[config.mk]
export PLATFORM = sky130hd
export DESIGN_NAME = uart_rx
export DESIGN_NICKNAME = d
export VERILOG_FILES = /design/src/rtl/uart_rx.sv
export SDC_FILE = /design/constraint.sdc
export NUM_CORES = 1
export LEC_CHECK = 0
export ABC_AREA = 1
export BUFFER_PORTS_ARGS = -buffer_cell sky130_fd_sc_hd__clkbuf_2
export CAP_MARGIN = 20
export CORE_MARGIN = 4
export CORE_UTILIZATION = 25
export DETAILED_ROUTE_END_ITERATION = 7
export GPL_TIMING_DRIVEN = 0
export PLACE_DENSITY = 0.43
export SETUP_SLACK_MARGIN = 0.2
export SLEW_MARGIN = 15
export SYNTH_ARGS = -nofsm -noshare
export SYNTH_HDL_FRONTEND = slang
export SYNTH_SLANG_ARGS = --single-unit
[constraint.sdc]
create_clock -name clk -period 5.6 [get_ports clk]
set_input_delay 0 -clock clk [delete_from_list [all_inputs] [get_ports clk]]
set_output_delay 0 -clock clk [all_outputs]
set_load 0.02 [all_outputs]
[src/rtl/uart_rx.sv]
// UART receiver: 2-flop synchronized RXD, mid-bit sampling from a runtime divider,
// valid/ready character output with parity/framing flags and an overrun pulse.
module uart_rx #(
  parameter int    DW     = 8,
  parameter int    SW     = 1,
  parameter string PARITY = "NONE",
  parameter int    CW     = 16
) (
  input  logic          clk,
  input  logic          rst_n,
  input  logic [CW-1:0] cfg_div,
  input  logic          rxd,
  output logic          dat_vld,
  input  logic          dat_rdy,
  output logic [DW-1:0] dat,
  output logic          err_par,
  output logic          err_frm,
  output logic          sta_ovr,
  output logic          sta_bsy
);

  localparam bit PAR_EN  = (PARITY != "NONE");
  localparam bit PAR_ODD = (PARITY == "ODD");
  localparam int NMAX    = (DW > SW) ? DW : SW;
  localparam int IW      = $clog2(NMAX + 1);

  typedef enum logic [2:0] {S_IDLE, S_START, S_DATA, S_PARITY, S_STOP} state_t;

  state_t        state_q, state_d;
  logic          sync1_q, sync1_d;
  logic          rxs_q, rxs_d;
  logic          rxs_dly_q, rxs_dly_d;
  logic [CW-1:0] cnt_q, cnt_d;
  logic [CW-1:0] div_q, div_d;
  logic [IW-1:0] idx_q, idx_d;
  logic [DW-1:0] shreg_q, shreg_d;
  logic          perr_q, perr_d;
  logic          ferr_q, ferr_d;
  logic [DW-1:0] dat_q, dat_d;
  logic          dat_vld_q, dat_vld_d;
  logic          err_par_q, err_par_d;
  logic          err_frm_q, err_frm_d;
  logic          sta_ovr_q, sta_ovr_d;
  logic          sample;
  logic          deliver;

  always_comb begin
    state_d   = state_q;
    sync1_d   = rxd;
    rxs_d     = sync1_q;
    rxs_dly_d = rxs_q;
    cnt_d     = cnt_q;
    div_d     = div_q;
    idx_d     = idx_q;
    shreg_d   = shreg_q;
    perr_d    = perr_q;
    ferr_d    = ferr_q;
    dat_d     = dat_q;
    dat_vld_d = dat_vld_q;
    err_par_d = err_par_q;
    err_frm_d = err_frm_q;
    sta_ovr_d = 1'b0;
    deliver   = 1'b0;
    sample    = (state_q != S_IDLE) && (cnt_q == '0);

    // Reload by a full bit period after each sample so every sample stays mid-bit.
    if (state_q != S_IDLE) begin
      cnt_d = sample ? (div_q - CW'(1)) : (cnt_q - CW'(1));
    end

    case (state_q)
      S_IDLE: begin
        if (rxs_dly_q && !rxs_q) begin
          state_d = S_START;
          div_d   = cfg_div;
          cnt_d   = (cfg_div >> 1) - CW'(1);
          idx_d   = '0;
          perr_d  = 1'b0;
          ferr_d  = 1'b0;
        end
      end
      S_START: begin
        if (sample) begin
          state_d = rxs_q ? S_IDLE : S_DATA;
          idx_d   = '0;
        end
      end
      S_DATA: begin
        if (sample) begin
          shreg_d = {rxs_q, shreg_q[DW-1:1]};
          if (idx_q == IW'(DW - 1)) begin
            idx_d   = '0;
            state_d = PAR_EN ? S_PARITY : S_STOP;
          end else begin
            idx_d = idx_q + IW'(1);
          end
        end
      end
      S_PARITY: begin
        if (sample) begin
          perr_d  = (rxs_q != (PAR_ODD ? ~^shreg_q : ^shreg_q));
          idx_d   = '0;
          state_d = S_STOP;
        end
      end
      S_STOP: begin
        if (sample) begin
          ferr_d = ferr_q | ~rxs_q;
          if (idx_q == IW'(SW - 1)) begin
            deliver = 1'b1;
            state_d = S_IDLE;
          end else begin
            idx_d = idx_q + IW'(1);
          end
        end
      end
      default: state_d = S_IDLE;
    endcase

    // A held character is only replaced when the consumer takes it this same cycle.
    if (deliver) begin
      if (!dat_vld_q || dat_rdy) begin
        dat_d     = shreg_q;
        err_par_d = perr_q;
        err_frm_d = ferr_d;
        dat_vld_d = 1'b1;
      end else begin
        sta_ovr_d = 1'b1;
      end
    end else if (dat_vld_q && dat_rdy) begin
      dat_vld_d = 1'b0;
    end
  end

  always_ff @(posedge clk) begin
    if (!rst_n) begin
      state_q   <= S_IDLE;
      sync1_q   <= 1'b1;
      rxs_q     <= 1'b1;
      rxs_dly_q <= 1'b1;
      cnt_q     <= '0;
      div_q     <= '0;
      idx_q     <= '0;
      shreg_q   <= '0;
      perr_q    <= 1'b0;
      ferr_q    <= 1'b0;
      dat_q     <= '0;
      dat_vld_q <= 1'b0;
      err_par_q <= 1'b0;
      err_frm_q <= 1'b0;
      sta_ovr_q <= 1'b0;
    end else begin
      state_q   <= state_d;
      sync1_q   <= sync1_d;
      rxs_q     <= rxs_d;
      rxs_dly_q <= rxs_dly_d;
      cnt_q     <= cnt_d;
      div_q     <= div_d;
      idx_q     <= idx_d;
      shreg_q   <= shreg_d;
      perr_q    <= perr_d;
      ferr_q    <= ferr_d;
      dat_q     <= dat_d;
      dat_vld_q <= dat_vld_d;
      err_par_q <= err_par_d;
      err_frm_q <= err_frm_d;
      sta_ovr_q <= sta_ovr_d;
    end
  end

  assign dat_vld = dat_vld_q;
  assign dat     = dat_q;
  assign err_par = err_par_q;
  assign err_frm = err_frm_q;
  assign sta_ovr = sta_ovr_q;
  assign sta_bsy = (state_q != S_IDLE);

endmodule

; ---- Yosys cells after proc, flatten, opt, wreduce, memory -nomap -nowiden
; Cells that the tools add are included.
[op_classes]
reduce_logical = 23
addsub = 4
mux = 33
bitwise_logic = 2
eq_ne = 16
[op_table]
columns = operator, n
row1 = two-way mux 16 bit, 4
row2 = subtractor 16 x 1 -> 16 bit (second input constant), 2
row3 = two-way mux 4 bit, 6
row4 = two-way mux 3 bit, 7
row5 = zero test 16 bit, 1
row6 = inequality test 2 bit (second input constant), 8
row7 = case mux 4 bit (4 select lines), 1
row8 = subtractor 15 x 1 -> 16 bit (second input constant), 1
row9 = case mux 3 bit (5 select lines), 1
row10 = two-way mux 1 bit, 11
row11 = AND reduction 2 bit, 5
row12 = parity 8 bit, 1
row13 = AND reduction 7 bit, 1
row14 = equality test 3 x 2 -> 1 bit (second input constant), 2
row15 = AND reduction 6 bit, 1
row16 = adder 4 x 1 -> 4 bit (second input constant), 1
row17 = equality test 4 x 3 -> 1 bit (second input constant), 1
row18 = zero test 4 bit, 1
row19 = inequality test 2 x 1 -> 1 bit (second input constant), 2
row20 = case mux 1 bit (2 select lines), 2
row21 = nonzero test 2 bit, 2
row22 = nonzero test 4 bit, 1
row23 = equality test 3 x 1 -> 1 bit (second input constant), 1
row24 = equality test 3 bit (second input constant), 1
row25 = 11 further kinds, 14
[word_totals]
input_bits = 20
regBits = 64

; ---- Depth between registers and ports, before layout
; Gate-level depths: netlist of run 1.
[depth]
depth_word = 6
ltp_mapped = 17
depth_no_buf = 16

; ---- Worst setup path before layout of run 1
; OpenSTA, ideal clock, no wires.
[synth_timing]
path_type = register to register
start = reg state_q[1]
end = reg cnt_q[10]
n_path_buf = 1
arrival_ns = 1.827
slack_ns = 3.663
path_stages_with_launch = 17
t_required_ns = 5.490
period_less_slack_ns = 1.937
path_cell_list = dfxtp_1 > nor2_2 > nand2_2 > buf_6 > nand3_2 > inv_2 > a21oi_4 > ha_1 > inv_1 > nor2_4 > nand2_2 > nor2_4 > nand2_1 > nand2_1 > nand3_1 > nand3_1 > inv_1
[synth_via]
elab_chain_len = 6
word_cells_on_any_way = 7
cone_classes = 4 x mux / 3 x reduce/logical
[synth_lines]
columns = element, line
row1 = "start, declared", 29  ; state_t state_q, state_d;
row2 = "start signal, assigned", 153  ; state_q <= state_d;
row3 = nonzero test 3 bit, "64, 67"
row4 = logical AND 1 bit, 64  ; sample = (state_q != S_IDLE) && (cnt_q == '0);
row5 = two-way mux 16 bit, 68  ; cnt_d = sample ? (div_q - CW'(1)) : (cnt_q - CW'(1));
row6 = two-way mux 16 bit, 67  ; if (state_q != S_IDLE) begin
row7 = two-way mux 16 bit, 73  ; if (rxs_dly_q && !rxs_q) begin
row8 = two-way mux 16 bit (*), 71  ; case (state_q)
row9 = "end signal, assigned", 157  ; cnt_q <= cnt_d;
row10 = "end, declared", 33  ; logic [CW-1:0] cnt_q, cnt_d;
; Every way passes the cells marked *; elsewhere a longest branch is shown, timed or not.
; A chain may end at the register's enable or synchronous reset.

; ---- Worst setup path in the final report of run 1
[layout_timing]
start = reg state_q[1]
end = reg cnt_q[14]
; Same word-level chain as after synthesis.

==> results of run 1 <==
logic make-up after synthesis:
group	Yosys count	synth area share
compound gates	109	0.174
xor+xnor	11	0.0255
fa+ha+maj	4	0.0132
buf+inv	97	0.107
flops	64	0.339
simple gates	240	0.342
worst max-delay path: cells and delay by family, from the launching register on:
| family | cells | cell delay (ns) |
|---|---|---|
| flops | 1 | 0.33 |
| fa+ha+maj | 1 | 0.19 |
| buf+inv | 3 | 0.29 |
| simple gates | 9 | 1.04 |
| compound gates | 2 | 0.36 |
worst max-delay path by stage:
stage | to | slack (ns) | depth (start not counted)
after floorplan | cnt_q[10] | 3.66 | 16
after global placement | cnt_q[14] | 3.32 | 15
after detailed placement | cnt_q[14] | 3.29 | 15
after CTS | cnt_q[14] | 3.27 | 15
after global routing | cnt_q[14] | 3.01 | 15
final | cnt_q[14] | 3.28 | 15
cells in the final DEF, fill, tap and decap left out, drive strengths merged, types with 4 or more instances in the layout:
cell type	n
o21ai	42
a21oi	38
a211oi	5
dlygate4sd3	12
nor2	88
nand2	83
buf	14
xnor2	5
clkinv	5
nand4	18
nand3	27
clkbuf	46
inv	75
xor2	6
dfxtp	64
ha	4
a31oi	9
nor3	17
synth_stat cells (2+ instances only):
cell / number / area, um^2
a211oi_1: 5 / 37.5
a21oi_1: 34 / 170
a21oi_2: 3 / 26.3
a31oi_1: 9 / 56.3
buf_1: 2 / 7.51
buf_2: 7 / 35.0
buf_4: 2 / 15.0
buf_6: 3 / 33.8
clkbuf_1: 5 / 18.8
clkinv_1: 2 / 7.51
dfxtp_1: 64 / 1280
ha_1: 4 / 50.1
inv_1: 72 / 270
inv_2: 3 / 11.3
nand2_1: 61 / 229
nand2_2: 16 / 100
nand2_4: 6 / 67.6
nand3_1: 23 / 115
nand3_2: 4 / 40.0
nand4_1: 14 / 87.6
nand4_2: 3 / 37.5
nor2_1: 65 / 244
nor2_2: 12 / 75.1
nor2_4: 9 / 101
nor2_8: 2 / 40.0
nor3_1: 16 / 80.1
nor4_1: 2 / 12.5
o21ai_0: 40 / 200
o21ai_1: 2 / 10.0
o221ai_1: 2 / 17.5
o22ai_1: 3 / 18.8
or2_2: 3 / 18.8
xnor2_1: 5 / 43.8
xor2_1: 6 / 52.6
registers in the layout, indices dropped and copies added (netlist names):
signal,flops
err_frm,1
err_par,1
ferr_q,1
dat_vld,1
rxs_d,1
rxs_dly_d,1
shreg_q,8
state_q,3
cnt_q,16
idx_q,4
dat,8
rxs_dly_q,1
sta_ovr,1
perr_q,1
div_q,16
area by class of cell:
class	instances	area, um^2	share of cell area
clock buffer	10	239	0.0518
timing repair buffer	43	275	0.0597
clock inverter	5	81.3	0.0176
buffer	19	110	0.0239
multi-input combinational	364	2100	0.455
sequential	64	1280	0.278
tap	184	230	0.0499
inverter	78	294	0.0638
metrics by stage:
stage          cell area (um^2)   util  worst slack, ns
3_5_place_dp               4170  0.284             3.29
3_3_place_gp               4170  0.284             3.32
4_1_cts                    4610  0.314             3.27
6_report                   4610  0.314             3.28
2_1_floorplan              3780      -             3.66
5_1_grt                    4610  0.314             3.01
power by group through the flow:
stage	Clock, mW	Sequential, mW	Combinational (mW)
global route	0.654	0.590	1.33
CTS	0.627	0.580	1.21
global placement	0	0.588	1.19
finish	0.613	0.580	1.19
detailed placement	0	0.589	1.20
floorplan	0	0.578	0.909
per-layer routing:
metal / part of all wire / up-vias / wire length [um]
li1: - / 1839 / -
met1: 0.46 / 1612 / 5260
met2: 0.47 / 74 / 5460
met3: 0.052 / 12 / 606
met4: 0.020 / 0 / 231
met5: 0 / - / 0
==> impl_metrics.env, run 1 <==
export IMPL_status="complete, but fails checks"
export IMPL_violations="negative hold slack"
export IMPL_cts_sinks=64
export IMPL_startpoint="state_q[1]"
export IMPL_final_hold_violation_count=1
export IMPL_comb_power_share=0.500
export IMPL_clock_latency_ns=0.34
export IMPL_synth_warnings=0
export IMPL_post_drt_wl_per_cell_um=15.1
export IMPL_cp_slowest_stage_delay_ns=0.33
export IMPL_clockBufferDepth=2
export IMPL_rows=44
export IMPL_post_route_period_util=0.415
export IMPL_initial_core_util=0.257
export IMPL_antenna_found_initial=0
export IMPL_antenna_cells=0
export IMPL_stdcell_count=767
export IMPL_grt_pass1_wl_um=18700
export IMPL_vias=3537
export IMPL_overflow=0
export IMPL_hold_ws_ns=-0.0109
export IMPL_synth_cell_type_count=50
export IMPL_drive_above_1_share=0.216
export IMPL_synthesis_nets=549
export IMPL_syn_area_per_cell_um2=7.21
export IMPL_cts_tree="built"
export IMPL_worst_pin_slew_ns=0.713
export IMPL_die_x_um=131
export IMPL_rsz0062_at_grt="no"
export IMPL_power_density_mw_per_mm2=518
export IMPL_crit_path_end_kind="flop"
export IMPL_routed_wl_um=11600
export IMPL_min_period_ns=2.32
export IMPL_track_usage=0.143
export IMPL_synth_edf_count=0
export IMPL_synthCells=525
export IMPL_r2r_setup_slack_ns=3.28
export IMPL_cpMaxStageDelayCell="dfxtp_1"
export IMPL_cts_setup_buffers=0
export IMPL_nNetsFinal=603
export IMPL_fillers=1593
export IMPL_syn_area_mm2=0.00378
export IMPL_max_freq_mhz=430
export IMPL_rr_worst_depth=15
export IMPL_grt_pass1_vias=3575
export IMPL_cts_made_buffers=9
export IMPL_grt_max_degree=12
export IMPL_clock_skew_ns=0.00831
export IMPL_vias_per_cell=4.61
export IMPL_ir_drop_mv=0.185
export IMPL_grt_busiest_layer="met2"
export IMPL_yosys_most_used_dff="dfxtp_1"
export IMPL_p_leak_nw=2.01
export IMPL_slew_headroom=0.525
export IMPL_start_kind="flop"
export IMPL_min_path_type="in2reg"
export IMPL_ys_ff_latch=64
export IMPL_worstPathCellList="nor2_2 -> nand2_2 -> buf_6 -> nand3_2 -> inv_2 -> a21oi_4 -> ha_1 -> inv_1 -> nor2_4 -> nand2_2 -> nor2_2 -> nand2_1 -> nand2_1 -> nand3_1 -> a21oi_1"
export IMPL_r2r_start="state_q[1]"
export IMPL_grt_met1_usage=0.178
export IMPL_die_h_um=131
export IMPL_reg2reg_to="cnt_q[14]"
export IMPL_cts_root_buf="clkbuf_16"
export IMPL_dieArea_mm2=0.0172
export IMPL_dr_pass1_iters=4
export IMPL_crit_type="reg2reg"
export IMPL_gp_congestion=0.850
export IMPL_required_ns=5.85
export IMPL_dp_hpwl_um=8770
export IMPL_synthArstFlopShare=0
export IMPL_swShare=0.450
export IMPL_grt_use_met3=0.0394
export IMPL_placeableCoreArea_mm2=0.0147
export IMPL_seq_area_frac_synth=0.339
export IMPL_p_seq_frac=0.243
export IMPL_cp_max_fo=10
export IMPL_cts_resized=0
export IMPL_ctsHtreeMaxLevel=3
export IMPL_crit_arrival_ns=2.58
export IMPL_slew_violations=0
export IMPL_dp_cells=740
export IMPL_ant_nets=0
export IMPL_setup_viol=0
export IMPL_clkPwrFrac=0.257
export IMPL_p_int_mw=1.31
export IMPL_drtIter0Drc=210
export IMPL_syn_to_final_growth_pct=21.8
export IMPL_use_met2=0.237
export IMPL_cap_violations=0
export IMPL_hold_path_endpoint="div_q[1]"
export IMPL_power_switching_mw=1.07
export IMPL_cts_hold_buf=12
export IMPL_hp_start="cfg_div[1]"
export IMPL_drc_errors=0
export IMPL_portBuffers=31
export IMPL_power_mw=2.39
export IMPL_fin_tns_setup_ns=0
export IMPL_ios=33
export IMPL_clk_pin_slew_ns=0.06
export IMPL_hold_depth=3
Note: power is estimated with default switching activity, not from simulation.
==> run 2: changes to the inputs <==
Settings changed: PLACE_DENSITY 0.43 to 0.44.
Clock period 5.6 ns to 2 ns, I/O delays scaled along.
==> impl_metrics.env, run 2 (synthesis gave the netlist of run 1 again) <==
export IMPL_status="complete, but fails checks"
export IMPL_violations="negative hold slack"
export IMPL_final_hold_violation_count=1
export IMPL_cts_tree="built"
export IMPL_grt_pass1_vias=3713
export IMPL_placeableCoreArea_mm2=0.0147
export IMPL_min_period_ns=1.99
export IMPL_comb_power_share=0.583
export IMPL_crit_type="reg2reg"
export IMPL_grt_met1_usage=0.180
export IMPL_ios=33
export IMPL_vias=3855
export IMPL_cp_max_fo=5
export IMPL_dp_cells=740
export IMPL_min_path_type="in2reg"
export IMPL_power_switching_mw=3.61
export IMPL_final_cell_area_mm2=0.00551
export IMPL_track_usage=0.146
export IMPL_p_leak_nw=2.39
export IMPL_syn_to_final_growth_pct=45.5
export IMPL_swShare=0.424
export IMPL_overflow=0
export IMPL_grt_use_met3=0.0390
export IMPL_ctsHtreeMaxLevel=3
export IMPL_grt_pass1_wl_um=19300
export IMPL_antenna_found_initial=0
export IMPL_ir_drop_mv=0.564
export IMPL_layout_commonest_cell="inv_1"
export IMPL_grt_busiest_layer="met2"
export IMPL_dieArea_mm2=0.0172
export IMPL_cts_made_buffers=9
export IMPL_dp_hpwl_um=8710
export IMPL_drc_errors=0
export IMPL_slew_headroom=0.509
export IMPL_top_regs="cnt_q x16, div_q x16"
export IMPL_ant_nets=0
export IMPL_max_freq_mhz=501
export IMPL_stdcell_count=819
export IMPL_portBuffers=31
export IMPL_use_met2=0.257
export IMPL_vias_per_cell=4.71
export IMPL_antenna_cells=0
export IMPL_clockBufferDepth=2
export IMPL_fillers=1521
export IMPL_die_h_um=131
export IMPL_p_int_mw=4.90
export IMPL_rows=44
export IMPL_cap_violations=0
export IMPL_hold_ws_ns=-0.00215
export IMPL_post_route_period_util=0.997
export IMPL_cts_root_buf="clkbuf_16"
export IMPL_layout_setup_ws_ns=0.00580
export IMPL_clock_skew_ns=0.00469
export IMPL_crit_arrival_ns=2.23
export IMPL_gp_congestion=0.819
export IMPL_grt_max_degree=13
export IMPL_dr_pass1_iters=5
export IMPL_setup_viol=0
export IMPL_final_cell_mix="inv_1, nand2_1, nor2_1"
export IMPL_required_ns=2.24
export IMPL_nNetsFinal=654
export IMPL_routed_wl_um=12300
export IMPL_start_kind="flop"
export IMPL_die_x_um=131
export IMPL_place_ws_ns=-0.228
export IMPL_p_seq_frac=0.196
export IMPL_placed_area_mm2=0.00419
export IMPL_drive_above_1_share=0.354
export IMPL_power_density_mw_per_mm2=1550
export IMPL_post_drt_wl_per_cell_um=15.0
export IMPL_rsz0062_at_grt="yes"
export IMPL_clkPwrFrac=0.221
export IMPL_crit_path_end_kind="flop"
export IMPL_initial_core_util=0.257
export IMPL_clk_pin_slew_ns=0.05
export IMPL_worst_pin_slew_ns=0.733
export IMPL_clock_latency_ns=0.34
export IMPL_slew_violations=0
export IMPL_drtIter0Drc=239
export IMPL_cts_sinks=64
export IMPL_post_route_util=0.375
## run 2: worst paths after layout
| kind | from | endpoint | slack (ns) | cells after the start |
|---|---|---|---|---|
| setup / recovery | cnt_q[12] | cnt_q[10] | 0.006 | 17 |
| hold / removal | cfg_div[14] | div_q[14] | -0.002 | 3 |
| setup reg to reg | cnt_q[12] | cnt_q[10] | 0.006 | 17 |
| hold reg to reg | rxs_d | rxs_dly_d | 0.42 | 1 |
## run 2: layout make-up
type	instances	area (um^2)	share of cell area
clock inverters	6	115	0.0209
flip-flops and latches	64	1310	0.238
well taps	184	230	0.0418
plain buffers	19	181	0.0329
clock buffers	10	239	0.0434
multi-input cells	364	2350	0.428
repair buffers	94	769	0.140
inverters	78	308	0.0559
## run 2: worst max-delay path: stages, from the launching register on
cell	delay, ns
dfxtp_1	0.37
nor2_2	0.07
nand2_4	0.11
nor2_8	0.07
buf_8	0.12
nand4_2	0.07
nand2_2	0.07
inv_1	0.10
ha_4	0.14
inv_2	0.04
nor2_4	0.14
nand2_4	0.10
nor2_4	0.15
nand2_1	0.09
nand2_1	0.08
nand3_2	0.07
nand3_2	0.06
inv_1	0.03
## run 2: what timing repair did
| action | 4_1_cts | 5_1_grt |
|---|---|---|
| endpoints found under the hold margin | 14 | 0 |
| pin swaps | 24 | 47 |
| gates cloned | 0 | 3 |
| resized for setup | 49 | 71 |
| buffers inserted | 30 | 16 |
| setup endpoints to repair | 47 | 58 |
| hold buffers | 14 | 0 |
## run 2: routing by layer
metal | vias to the layer above | part of all wire
li1 | 1943 | -
met1 | 1782 | 0.42
met2 | 110 | 0.50
met3 | 20 | 0.058
met4 | 0 | 0.018
met5 | - | 0
## run 2: power groups by stage
| stage | Combinational (mW) | Clock (mW) | Sequential, mW |
|---|---|---|---|
| 2_1_floorplan | 2.59 | 0 | 1.62 |
| 4_1_cts | 4.26 | 1.93 | 1.64 |
| 5_1_grt | 5.38 | 1.98 | 1.69 |
| 6_report | 4.96 | 1.88 | 1.67 |
| 3_3_place_gp | 3.35 | 0 | 1.65 |
| 3_5_place_dp | 3.35 | 0 | 1.66 |
## run 2: through the flow
stage                     setup TNS [ns]  total power [mW]  hold WS [ns]
final                                  0              8.51      -0.00215
after global routing               -1.16              9.05        0.0371
after CTS                        -0.0559              7.83       0.00270
after detailed placement          -0.828              5.01         0.206
after global placement             -1.08              5.00         0.203
after floorplan                        0              4.21         0.107
